## src/rtl/ctrl_word_sequencer.sv

```systemverilog
// Streams packed {last, rep, ctrl} instruction words from a 1-cycle-latency BRAM onto CTRL_Signal.
// Optional issue/stall performance counters are built when CTRL_SEQ_PERF_CNT_EN is defined.
module ctrl_word_sequencer #(
   parameter int CTRL_WIDTH       = 60,
   parameter int INSTR_ADDR_WIDTH = 10,
   parameter int REP_WIDTH        = 8
) (
   input  logic                          CLK_100,
   input  logic                          locked,
   input  logic                          start,
   input  logic [INSTR_ADDR_WIDTH-1:0]   start_addr,
   input  logic                          pause,
   output logic [INSTR_ADDR_WIDTH-1:0]   instr_addr,
   output logic                          instr_en,
   input  logic [CTRL_WIDTH+REP_WIDTH:0] instr_dout,
   output logic [CTRL_WIDTH-1:0]         CTRL_Signal,
   output logic                          busy,
   output logic                          done
`ifdef CTRL_SEQ_PERF_CNT_EN
   ,
   output logic [31:0]                   issue_cycles,
   output logic [31:0]                   stall_cycles
`endif
);

   localparam int INSTR_WIDTH = CTRL_WIDTH + REP_WIDTH + 1;

   typedef enum logic [1:0] {S_IDLE, S_FILL, S_ISSUE, S_DONE} state_t;

   state_t                        state_reg, state_next;
   logic                          fetching_reg, fetching_next;
   logic [INSTR_ADDR_WIDTH-1:0]   addr_reg, addr_next;
   logic                          rd_pending_reg;
   logic [INSTR_WIDTH-1:0]        slot_reg [2];
   logic [INSTR_WIDTH-1:0]        slot_next [2];
   logic [1:0]                    count_reg, count_next;
   logic [CTRL_WIDTH-1:0]         cur_ctrl_reg, cur_ctrl_next;
   logic [REP_WIDTH-1:0]          cur_rep_reg, cur_rep_next;
   logic                          cur_last_reg, cur_last_next;
   logic                          cur_valid_reg, cur_valid_next;
   logic [REP_WIDTH-1:0]          rep_cnt_reg, rep_cnt_next;
   logic [CTRL_WIDTH-1:0]         ctrl_reg, ctrl_next;

   logic                   active, step, avail, word_done;
   logic                   repeat_cur, finish, load, push, pop, last_arrive;
   logic [INSTR_WIDTH-1:0] head;
   logic [2:0]             occ;

   assign active      = (state_reg == S_FILL) || (state_reg == S_ISSUE);
   assign step        = active && !pause;
   assign avail       = (count_reg != 2'd0) || rd_pending_reg;
   // Buffer empty: the word arriving from the BRAM this cycle bypasses straight to the output.
   assign head        = (count_reg != 2'd0) ? slot_reg[0] : instr_dout;
   assign word_done   = cur_valid_reg && (rep_cnt_reg == cur_rep_reg);
   assign repeat_cur  = step && cur_valid_reg && !word_done;
   assign finish      = step && word_done && cur_last_reg;
   assign load        = step && !repeat_cur && !finish && avail;
   assign pop         = load && (count_reg != 2'd0);
   assign push        = rd_pending_reg && !(load && (count_reg == 2'd0));
   assign last_arrive = rd_pending_reg && instr_dout[INSTR_WIDTH-1];

   // Slots already committed (stored or in flight) after this cycle's consumption.
   assign occ      = {1'b0, count_reg} + {2'b00, rd_pending_reg} - {2'b00, load};
   assign instr_en = fetching_reg && (occ <= 3'd1) && !last_arrive;

   assign instr_addr  = addr_reg;
   assign CTRL_Signal = ctrl_reg;
   assign busy        = (state_reg != S_IDLE);
   assign done        = (state_reg == S_DONE);

   always_comb begin
      state_next     = state_reg;
      fetching_next  = fetching_reg;
      addr_next      = addr_reg;
      count_next     = count_reg;
      slot_next[0]   = slot_reg[0];
      slot_next[1]   = slot_reg[1];
      cur_ctrl_next  = cur_ctrl_reg;
      cur_rep_next   = cur_rep_reg;
      cur_last_next  = cur_last_reg;
      cur_valid_next = cur_valid_reg;
      rep_cnt_next   = rep_cnt_reg;
      ctrl_next      = '0;

      if (pop) begin
         slot_next[0] = slot_reg[1];
         if (push) begin
            if (count_reg == 2'd1) slot_next[0] = instr_dout;
            else                   slot_next[1] = instr_dout;
         end else begin
            count_next = count_reg - 2'd1;
         end
      end else if (push) begin
         if (count_reg == 2'd0) slot_next[0] = instr_dout;
         else                   slot_next[1] = instr_dout;
         count_next = count_reg + 2'd1;
      end

      if (instr_en)    addr_next     = addr_reg + 1'b1;
      if (last_arrive) fetching_next = 1'b0;

      if (repeat_cur) begin
         ctrl_next    = cur_ctrl_reg;
         rep_cnt_next = rep_cnt_reg + 1'b1;
      end else if (finish) begin
         cur_valid_next = 1'b0;
      end else if (load) begin
         ctrl_next      = head[CTRL_WIDTH-1:0];
         cur_ctrl_next  = head[CTRL_WIDTH-1:0];
         cur_rep_next   = head[INSTR_WIDTH-2:CTRL_WIDTH];
         cur_last_next  = head[INSTR_WIDTH-1];
         cur_valid_next = 1'b1;
         rep_cnt_next   = '0;
      end

      case (state_reg)
         S_IDLE: begin
            if (start) begin
               state_next     = S_FILL;
               fetching_next  = 1'b1;
               addr_next      = start_addr;
               count_next     = 2'd0;
               cur_valid_next = 1'b0;
               rep_cnt_next   = '0;
            end
         end
         S_FILL:  if (load)   state_next = S_ISSUE;
         S_ISSUE: if (finish) state_next = S_DONE;
         S_DONE:  state_next = S_IDLE;
         default: state_next = S_IDLE;
      endcase
   end

   always_ff @(posedge CLK_100 or negedge locked) begin
      if (!locked) begin
         state_reg      <= S_IDLE;
         fetching_reg   <= 1'b0;
         addr_reg       <= '0;
         rd_pending_reg <= 1'b0;
         count_reg      <= 2'd0;
         for (int i = 0; i < 2; i++) slot_reg[i] <= '0;
         cur_ctrl_reg   <= '0;
         cur_rep_reg    <= '0;
         cur_last_reg   <= 1'b0;
         cur_valid_reg  <= 1'b0;
         rep_cnt_reg    <= '0;
         ctrl_reg       <= '0;
      end else begin
         state_reg      <= state_next;
         fetching_reg   <= fetching_next;
         addr_reg       <= addr_next;
         rd_pending_reg <= instr_en;
         count_reg      <= count_next;
         for (int i = 0; i < 2; i++) slot_reg[i] <= slot_next[i];
         cur_ctrl_reg   <= cur_ctrl_next;
         cur_rep_reg    <= cur_rep_next;
         cur_last_reg   <= cur_last_next;
         cur_valid_reg  <= cur_valid_next;
         rep_cnt_reg    <= rep_cnt_next;
         ctrl_reg       <= ctrl_next;
      end
   end

`ifdef CTRL_SEQ_PERF_CNT_EN
   logic [31:0] issue_cycles_reg, stall_cycles_reg;

   assign issue_cycles = issue_cycles_reg;
   assign stall_cycles = stall_cycles_reg;

   always_ff @(posedge CLK_100 or negedge locked) begin
      if (!locked) begin
         issue_cycles_reg <= '0;
         stall_cycles_reg <= '0;
      end else if (start && (state_reg == S_IDLE)) begin
         issue_cycles_reg <= '0;
         stall_cycles_reg <= '0;
      end else begin
         if ((ctrl_reg != '0) && (issue_cycles_reg != 32'hFFFF_FFFF))
            issue_cycles_reg <= issue_cycles_reg + 32'd1;
         if (busy && pause && (stall_cycles_reg != 32'hFFFF_FFFF))
            stall_cycles_reg <= stall_cycles_reg + 32'd1;
      end
   end
`endif

endmodule

```

## config.mk

```make
export PLATFORM = sky130hd
export DESIGN_NAME = ctrl_word_sequencer
export DESIGN_NICKNAME = d
export VERILOG_FILES = /design/src/rtl/ctrl_word_sequencer.sv
export SDC_FILE = /design/constraint.sdc
export NUM_CORES = 1
export LEC_CHECK = 0
export ABC_AREA = 1
export BUFFER_PORTS_ARGS = -buffer_cell sky130_fd_sc_hd__buf_2
export CAP_MARGIN = 10
export CORE_ASPECT_RATIO = 1.75
export CORE_MARGIN = 4
export CORE_UTILIZATION = 45
export DETAILED_ROUTE_END_ITERATION = 8
export SYNTH_ARGS = -nofsm -noshare
export SYNTH_HDL_FRONTEND = slang
export SYNTH_SLANG_ARGS = --single-unit
```

## constraint.sdc

```tcl
create_clock -name CLK_100 -period 5.1 [get_ports CLK_100]
set_input_delay 0.51 -clock CLK_100 [delete_from_list [all_inputs] [get_ports CLK_100]]
set_output_delay 0.51 -clock CLK_100 [all_outputs]
set_load 0.01 [all_outputs]
```

==> summary.txt, run 1 <==
Worst setup path
  – Worst path bufs/invs: 5
  – Kind of critical path: flip-flop to output port
  – Worst-path cell chain: inv_1 > ha_1 > nand2_1 > nor2_1 > nand3_2 > nand3_4 > inv_2 > ha_1 > inv_1 > ha_1 > inv_1 > fa_1 > nand3_1 > nor2_1 > buf_2
  – Delay-heaviest family, CP: adder cells
  – Critical path peak fanout: 15
  – Startpoint Class: flip-flop
  – Crit end category: output port
  – Max stage delay on crit path: 0.53 ns
  – CP arrival: 3.73 ns
  – CP required: 4.59 ns
  – CP max-delay cell: fa_1

Routing
  – Initial DRC count: 760
  – Antenna Nets Post-Route: 0
  – Via/cell ratio: 5.27
  – Drt wl/cell: 17.1 um
  – Pre-Repair DR Iteration Count: 5
  – DRC violations left: 0
  – Vias: 10400
  – Post-Route WL: 33800 um

Cells and area
  – Layout cells sized above 1: 0.143
  – FF+latch area: 7310 um^2
  – Area occupied by multi-input gates: 4640 um^2
  – Area Growth Syn to Fin: 14.4%
  – Finished Core Util: 0.524
  – Antenna diodes: 0
  – Final Net Count: 1685
  – Largest register FFs: 138
  – Fill cells: 2697
  – Commonest non-fill, non-tap cell in the layout: nand2_1
  – Final Cell Area: 14700 um^2
  – Commonest non-fill, non-tap cells in the layout: nand2_1 (544), dfrtp_1 (292), buf_2 (154)

GRT
  – GRT overflow: 0
  – First-pass GRT wire length: 55400 um
  – Maximum number of pins on one net before global-route repair: 119
  – GRT Overall Usage: 0.219
  – Number of global-route vias before repair: 10700
  – Initial antenna violation count: 2

Placement
  – Area after DPL: 13800 um^2
  – HPWL Detailed: 19700 um
  – # port buffers: 155
  – Final GP Congestion: 0.780
  – Setup WS pre-CTS: 1.12 ns

Floorplanning
  – Initial core utilization: 0.458
  – Die Y: 231 um
  – Core ar.: 28000 um^2
  – Die ar.: 31300 um^2
  – Die width: 136 um
  – Rows: 81
  – Top Ports: 156

STA
  – Hold Fails Final Rpt: 7
  – Tmin final: 4.24 ns
  – Slew headroom: 0.382
  – Unrepaired setup endpoints after global routing: no
  – TNS Setup: 0 ns
  – Worst Tran Pin Value: 0.925 ns
  – Final Max Tran Viols: 0
  – Final setup violation count: 0
  – Fmax: 236 MHz
  – Period Utilization, post-route: 0.831
  – Worst Slack Setup Final: 0.861 ns
  – Final hold slack: -0.0534 ns
  – Final Skew: 0.0126 ns

Power and ir drop
  – P per Cell Area: 646 nW/um^2
  – Leak: 0.00780 uW
  – Worst VDD drop: 0.420 mV

Yosys
  – Async S/R FF share, synth: 1.00
  – Avg Synthesized Cell Area: 8.66 um^2
  – Synth Instances: 1480
  – Distinct cells, synth: 36
  – Post-synth EDFFs: 0
  – Seq/Total Area, Yosys: 0.570
  – Main flop type after synthesis: dfrtp_1
  – Synthesized cell area: 12800 um^2
  – Synthesis-stage register bit count: 292
  – YS warnings: 0
  – Post-Syn Nets: 1575

Clock network
  – TritonCTS clock tree: built
  – CTS Buffer Depth: 3
  – Clock Latency Late Sink: 0.55 ns
  – Clk pin slew, worst setup/hold paths: 0.06 ns
  – Total setup buffers inserted after CTS: 0
  – # resized after CTS: 0
  – Root buffer cell: clkbuf_16
  – Hold buffer count at CTS: 0
  – H-tree depth: 1
  – Clk sinks: 292
  – CTS Buf Count: 28

Hold path
  – Worst hold path type: input port to async pin

Run status
  – Failing checks: negative hold slack
  – Status: finished, violations left

Run
  – MaxCap Viol Count: 0
per-layer routing:
| layer | global-route usage | wire length, um | vias up |
|---|---|---|---|
| met5 | 0 | 14 | - |
| met2 | 0.390 | 17700 | 227 |
| li1 | - | - | 4971 |
| met1 | 0.268 | 13700 | 5159 |
| met3 | 0.0282 | 1300 | 64 |
| met4 | 0.0876 | 1090 | 4 |
worst paths after layout:
check	from	endpoint	slack, ns	depth (start not counted)
setup / recovery	state_reg[0]$_DFFE_PN0P_	instr_en	0.86	15
hold / removal	locked	CTRL_Signal[18]$_DFF_PN0_	-0.05	1
setup reg to reg	state_reg[0]$_DFFE_PN0P_	instr_addr[8]$_DFF_PN0_	1.06	21
hold reg to reg	slot_reg[29]$_DFFE_PN0P_	slot_reg[29]$_DFFE_PN0P_	0.47	2
max in group asynchronous	locked	slot_reg[87]$_DFFE_PN0P_	3.97	2
min in group CLK_100	start_addr[1]	instr_addr[1]$_DFF_PN0_	0.17	3
Yosys cell counts (all sizes together) (2+ instances only):
cell      n  share of area
a21oi    11         0.0046
a22oi    63          0.037
ha       11          0.011
nand3b    2         0.0012
inv     117          0.034
clkbuf   45          0.013
nor3      4         0.0016
o221ai    7         0.0048
mux2i     2         0.0016
a21boi    2         0.0012
a211oi    3         0.0018
o21ai   140          0.055
o211ai    2         0.0012
xnor2     2         0.0014
buf      43          0.022
nand4     4         0.0031
xor2      3         0.0021
nor2     34          0.011
nand3   141          0.057
dfrtp   292           0.57
nand2   549           0.16
stage by stage:
step,total power (uW),cells
2_1_floorplan,6340,1480
3_3_place_gp,7400,1933
3_5_place_dp,7500,1933
4_1_cts,9580,1979
5_1_grt,10300,1979
6_report,9470,1979
worst reg2reg max path: cells and delay by family, from the launching register on:
family,cells,cell delay (ns)
AO/OA/AOI/OAI,2,0.25
adder cells (fa/ha/maj),4,1.24
buffers and inverters,5,0.34
flip-flops,1,0.40
AND/OR/NAND/NOR,10,1.75
cells by family after synthesis:
| logic type | after synthesis | share of synthesized area |
|---|---|---|
| mux | 2 | 0.00156 |
| flops | 292 | 0.570 |
| compound gates | 228 | 0.105 |
| fa+ha+maj | 12 | 0.0123 |
| xor+xnor | 5 | 0.00342 |
| simple gates | 736 | 0.238 |
| buf+inv | 205 | 0.0697 |
cell type report:
cell class                      count  share of cell area
Clock buffer                       38              0.0559
Clock inverter                      8             0.00487
Inverter                          117              0.0300
Multi-Input combinational cell    983               0.317
Sequential cell                   292               0.499
Tap cell                          373              0.0319
Timing Repair Buffer              168              0.0620
power by group:
group          internal, uW  switching [uW]
combinational          1160            2410
sequential             3370             467
clock                  1170             887
total                  5700            3760
Power figures use the tool's default switching activity.
==> run 2: changes to the inputs <==
- ABC_AREA: 1 -> 0
- PLACE_DENSITY: unset -> 0.67
- clock period: 5.1 -> 3.82 ns (I/O delays scaled with it)
==> run 2 against run 1 <==
  * The flow now finishes without violations
  * Largest power group unchanged
  * Sequential share of layout area is 0.21 points higher
  * Synthesized cell count is 29% lower
  * Wire length is 16% lower
  * Power is 38% higher
  * Highest routed layer unchanged
  * Final cell count is 20% lower
==> summary.txt, run 2 <==
Routing
  – DRC violations left: 0 (unchanged)
  – Pre-Repair DR Iteration Count: 4 (-1)
  – Initial DRC count: 388 (-49%)
  – Via/cell ratio: 5.30 (+0.67%)
  – Post-Route WL: 28400 um (-16%)
  – Vias: 8363 (-20%)
  – Antenna Nets Post-Route: 0 (unchanged)
  – Drt wl/cell: 18.0 um (+5.2%)

Yosys
  – Synth Instances: 1052 (-29%)
  – Most frequent cell after synthesis: dfrtp_1
  – Post-Syn Nets: 1147 (-27%)
  – Synth top area share: 0.587 (+0.0169)
  – Post-synth EDFFs: 0 (unchanged)
  – Synthesis-stage register bit count: 292 (unchanged)
  – Async S/R FF share, synth: 1.00 (unchanged)
  – Commonest cells post-synth: dfrtp_1 (292), nand2_1 (157), o21ai_0 (140)
  – YS warnings: 0 (unchanged)
  – Seq/Total Area, Yosys: 0.587 (+0.0169)
  – Avg Synthesized Cell Area: 11.8 um^2 (+37%)
  – Synthesized cell area: 12400 um^2 (-2.9%)
  – Top cells by area, synth: dfrtp_1 (59%), mux2_2 (6.4%), mux2i_1 (5.7%), o21ai_0 (5.6%), o221a_2 (5.3%)
  – Distinct cells, synth: 42 (+17%)
  – Yosys top cell by area: dfrtp_1
  – Main flop type after synthesis: dfrtp_1

Clock network
  – TritonCTS clock tree: built
  – Root buffer cell: clkbuf_16
  – Clk pin slew, worst setup/hold paths: 0.07 ns (about the same)
  – CTS Buffer Depth: 3 (unchanged)
  – Clk sinks: 292 (unchanged)
  – CTS Buf Count: 27 (-3.6%)
  – Clock Latency Late Sink: 0.54 ns (about the same)
  – H-tree depth: 1 (unchanged)

Power and ir drop
  – Total net switching power: 4500 uW (+19%)
  – P per Cell Area: 894 nW/um^2 (+38%)
  – Leak: 0.00661 uW (-15%)
  – Internal Dissipation: 8550 uW (+50%)
  – Clk pwr share: 0.206 (-0.011)
  – Worst VDD drop: 0.459 mV (+9.4%)
  – Seq pwr share: 0.409 (+0.004)
  – Logic pwr share: 0.385 (+0.007)
  – Sw frac: 0.345 (-0.0529)

Floorplanning
  – Initial core utilization: 0.457 (-0.00101)
  – Rows: 80 (-1.2%)
  – Die Y: 228 um (-1.4%)
  – Top Ports: 156 (unchanged)
  – Die ar.: 30500 um^2 (-2.7%)
  – Die width: 134 um (-1.4%)
  – Core ar.: 27200 um^2 (-2.7%)

Placement
  – HPWL Detailed: 17700 um (-10%)
  – Setup WS pre-CTS: 0.218 ns (-0.903 ns)
  – # port buffers: 155 (unchanged)
  – Final GP Congestion: 0.768 (-1.6%)
  – Placed insts: 1514 (-22%)

Cells and area
  – Commonest non-fill, non-tap cells in the layout: dfrtp_1 (292), nand2_1 (157), buf_2 (153)
  – Commonest non-fill, non-tap cell in the layout: dfrtp_1
  – Finished Core Util: 0.536 (+0.0121)
  – Final Instance Count excl. Fillers: 1577 (-20%)
  – Area occupied by multi-input gates: 4820 um^2 (+3.9%)
  – Area Growth Syn to Fin: 17.3%
  – FF+latch area: 7310 um^2 (unchanged)
  – Fill cells: 2419 (-10%)
  – Layout cells sized above 1: 0.312 (+0.169)
  – Largest register FFs: 138 (unchanged)
  – Final Net Count: 1281 (-24%)

Hold path
  – Worst hold path type: input port to flip-flop
  – Hold Crit Start: start_addr[4]

GRT
  – Maximum number of pins on one net before global-route repair: 128 (+7.6%)
  – Number of global-route vias before repair: 8761 (-18%)
  – GRT Overall Usage: 0.186 (-0.0333)
  – Initial antenna violation count: 8 (+6)
  – First-pass GRT wire length: 46400 um (-16%)
  – GRT overflow: 0 (unchanged)

STA
  – Worst Tran Pin Value: 1.07 ns (+0.145 ns)
  – Slew headroom: 0.286 (-0.0952)
  – Period Utilization, post-route: 0.951
  – Final setup violation count: 0 (unchanged)
  – TNS Setup: 0 ns (unchanged)
  – Hold Fails Final Rpt: 0 (-7)
  – Fmax: 275 MHz
  – Final Skew: 0.0112 ns (-0.00145 ns)
  – Worst Slack Setup Final: 0.187 ns (-0.674 ns)
  – Tmin final: 3.63 ns
  – Final hold slack: 0.0514 ns (+0.105 ns)
  – Final Max Tran Viols: 0 (unchanged)

Worst setup path
  – Critical path peak fanout: 2 (-13)
  – Worst path bufs/invs: 4 (-1)
  – CP arrival: 3.25 ns (-0.48 ns)
  – Max stage delay on crit path: 0.51 ns (-0.02 ns)
  – Reg-to-reg startpoint: cur_rep_reg[6]$_DFFE_PN0P_
  – CP max-delay cell: fa_2
  – Kind of critical path: flip-flop to output port
  – Worst-path cell chain: xor2_1 > nor4_2 > nand4b_2 > a21o_4 > inv_1 > ha_1 > inv_1 > ha_1 > inv_1 > fa_2 > and4_4 > buf_6
  – Worst path most repeated cell: inv_1
  – Startpoint Class: flip-flop
  – Crit end category: output port
  – Setup crit start: cur_rep_reg[6]$_DFFE_PN0P_
  – CP required: 3.44 ns (-1.15 ns)
  – Delay-heaviest family, CP: adder cells

Run
  – MaxCap Viol Count: 0 (unchanged)

Run status
  – Status: finished, final reports clean
==> run 2: worst paths after layout <==
kind	end	slack [ns]	depth (start not counted)
worst max-delay path	instr_en	0.19	12
worst min-delay path	instr_addr[4]$_DFF_PN0_	0.05	3
worst max register to register	instr_addr[6]$_DFF_PN0_	0.29	17
worst min register to register	CTRL_Signal[13]$_DFF_PN0_	0.48	2
max in group asynchronous	cur_ctrl_reg[1]$_DFFE_PN0P_	2.35	3
min in group asynchronous	CTRL_Signal[29]$_DFF_PN0_	0.44	2
==> run 2: cell type report <==
type	instances	share of cell area
repair buffers	186	0.0741
multi-input cells	670	0.330
inverters	9	0.00232
flip-flops and latches	292	0.501
clock buffers	34	0.0515
clock inverters	13	0.00858
well taps	369	0.0316
diodes	4	0.000686
==> run 2: metal layers <==
metal / share of wire / GRT usage / vias to the layer above
met2: 0.51 / 0.324 / 161
met3: 0.049 / 0.0337 / 49
met4: 0.027 / 0.0679 / 6
li1: - / - / 4018
met5: 0.0012 / 0 / -
met1: 0.41 / 0.231 / 4129
==> run 2: per-stage QoR <==
step,power [uW],cell area [um^2]
finish,13000,14600
CTS,13100,14500
global route,14000,14600
global placement,10200,13600
detailed placement,10400,13600
floorplan,8880,12500
==> run 2: cell families after synthesis <==
| kind of cell | Yosys count | synth area share |
|---|---|---|
| compound gates | 231 | 0.132 |
| xor+xnor | 20 | 0.0141 |
| fa+ha+maj | 12 | 0.0127 |
| buf+inv | 90 | 0.0310 |
| flops | 292 | 0.587 |
| mux | 142 | 0.121 |
| simple gates | 265 | 0.101 |
==> run 2: power groups by stage <==
stage | combinational [uW] | sequential [uW] | clock (uW)
after global routing | 5590 | 5510 | 2890
after detailed placement | 4980 | 5380 | 0
after global placement | 4850 | 5320 | 0
after CTS | 5040 | 5340 | 2770
after floorplan | 3500 | 5380 | 0
final | 5020 | 5330 | 2690
==> run 2: worst min-delay path, cell delays in order <==
cell and delay [ns]:
buf_2 0.08, nand2_1 0.03, o21ai_0 0.05
==> run 2: timing repair <==
| action | 4_1_cts | 5_1_grt |
|---|---|---|
| hold buffers | 1 | 0 |
| hold endpoints to repair | 104 | 0 |
| buffers inserted | 7 | 5 |
| gates resized for setup | 4 | 6 |
| endpoints found under the setup margin | 1 | 6 |
| pin swaps | 5 | 8 |
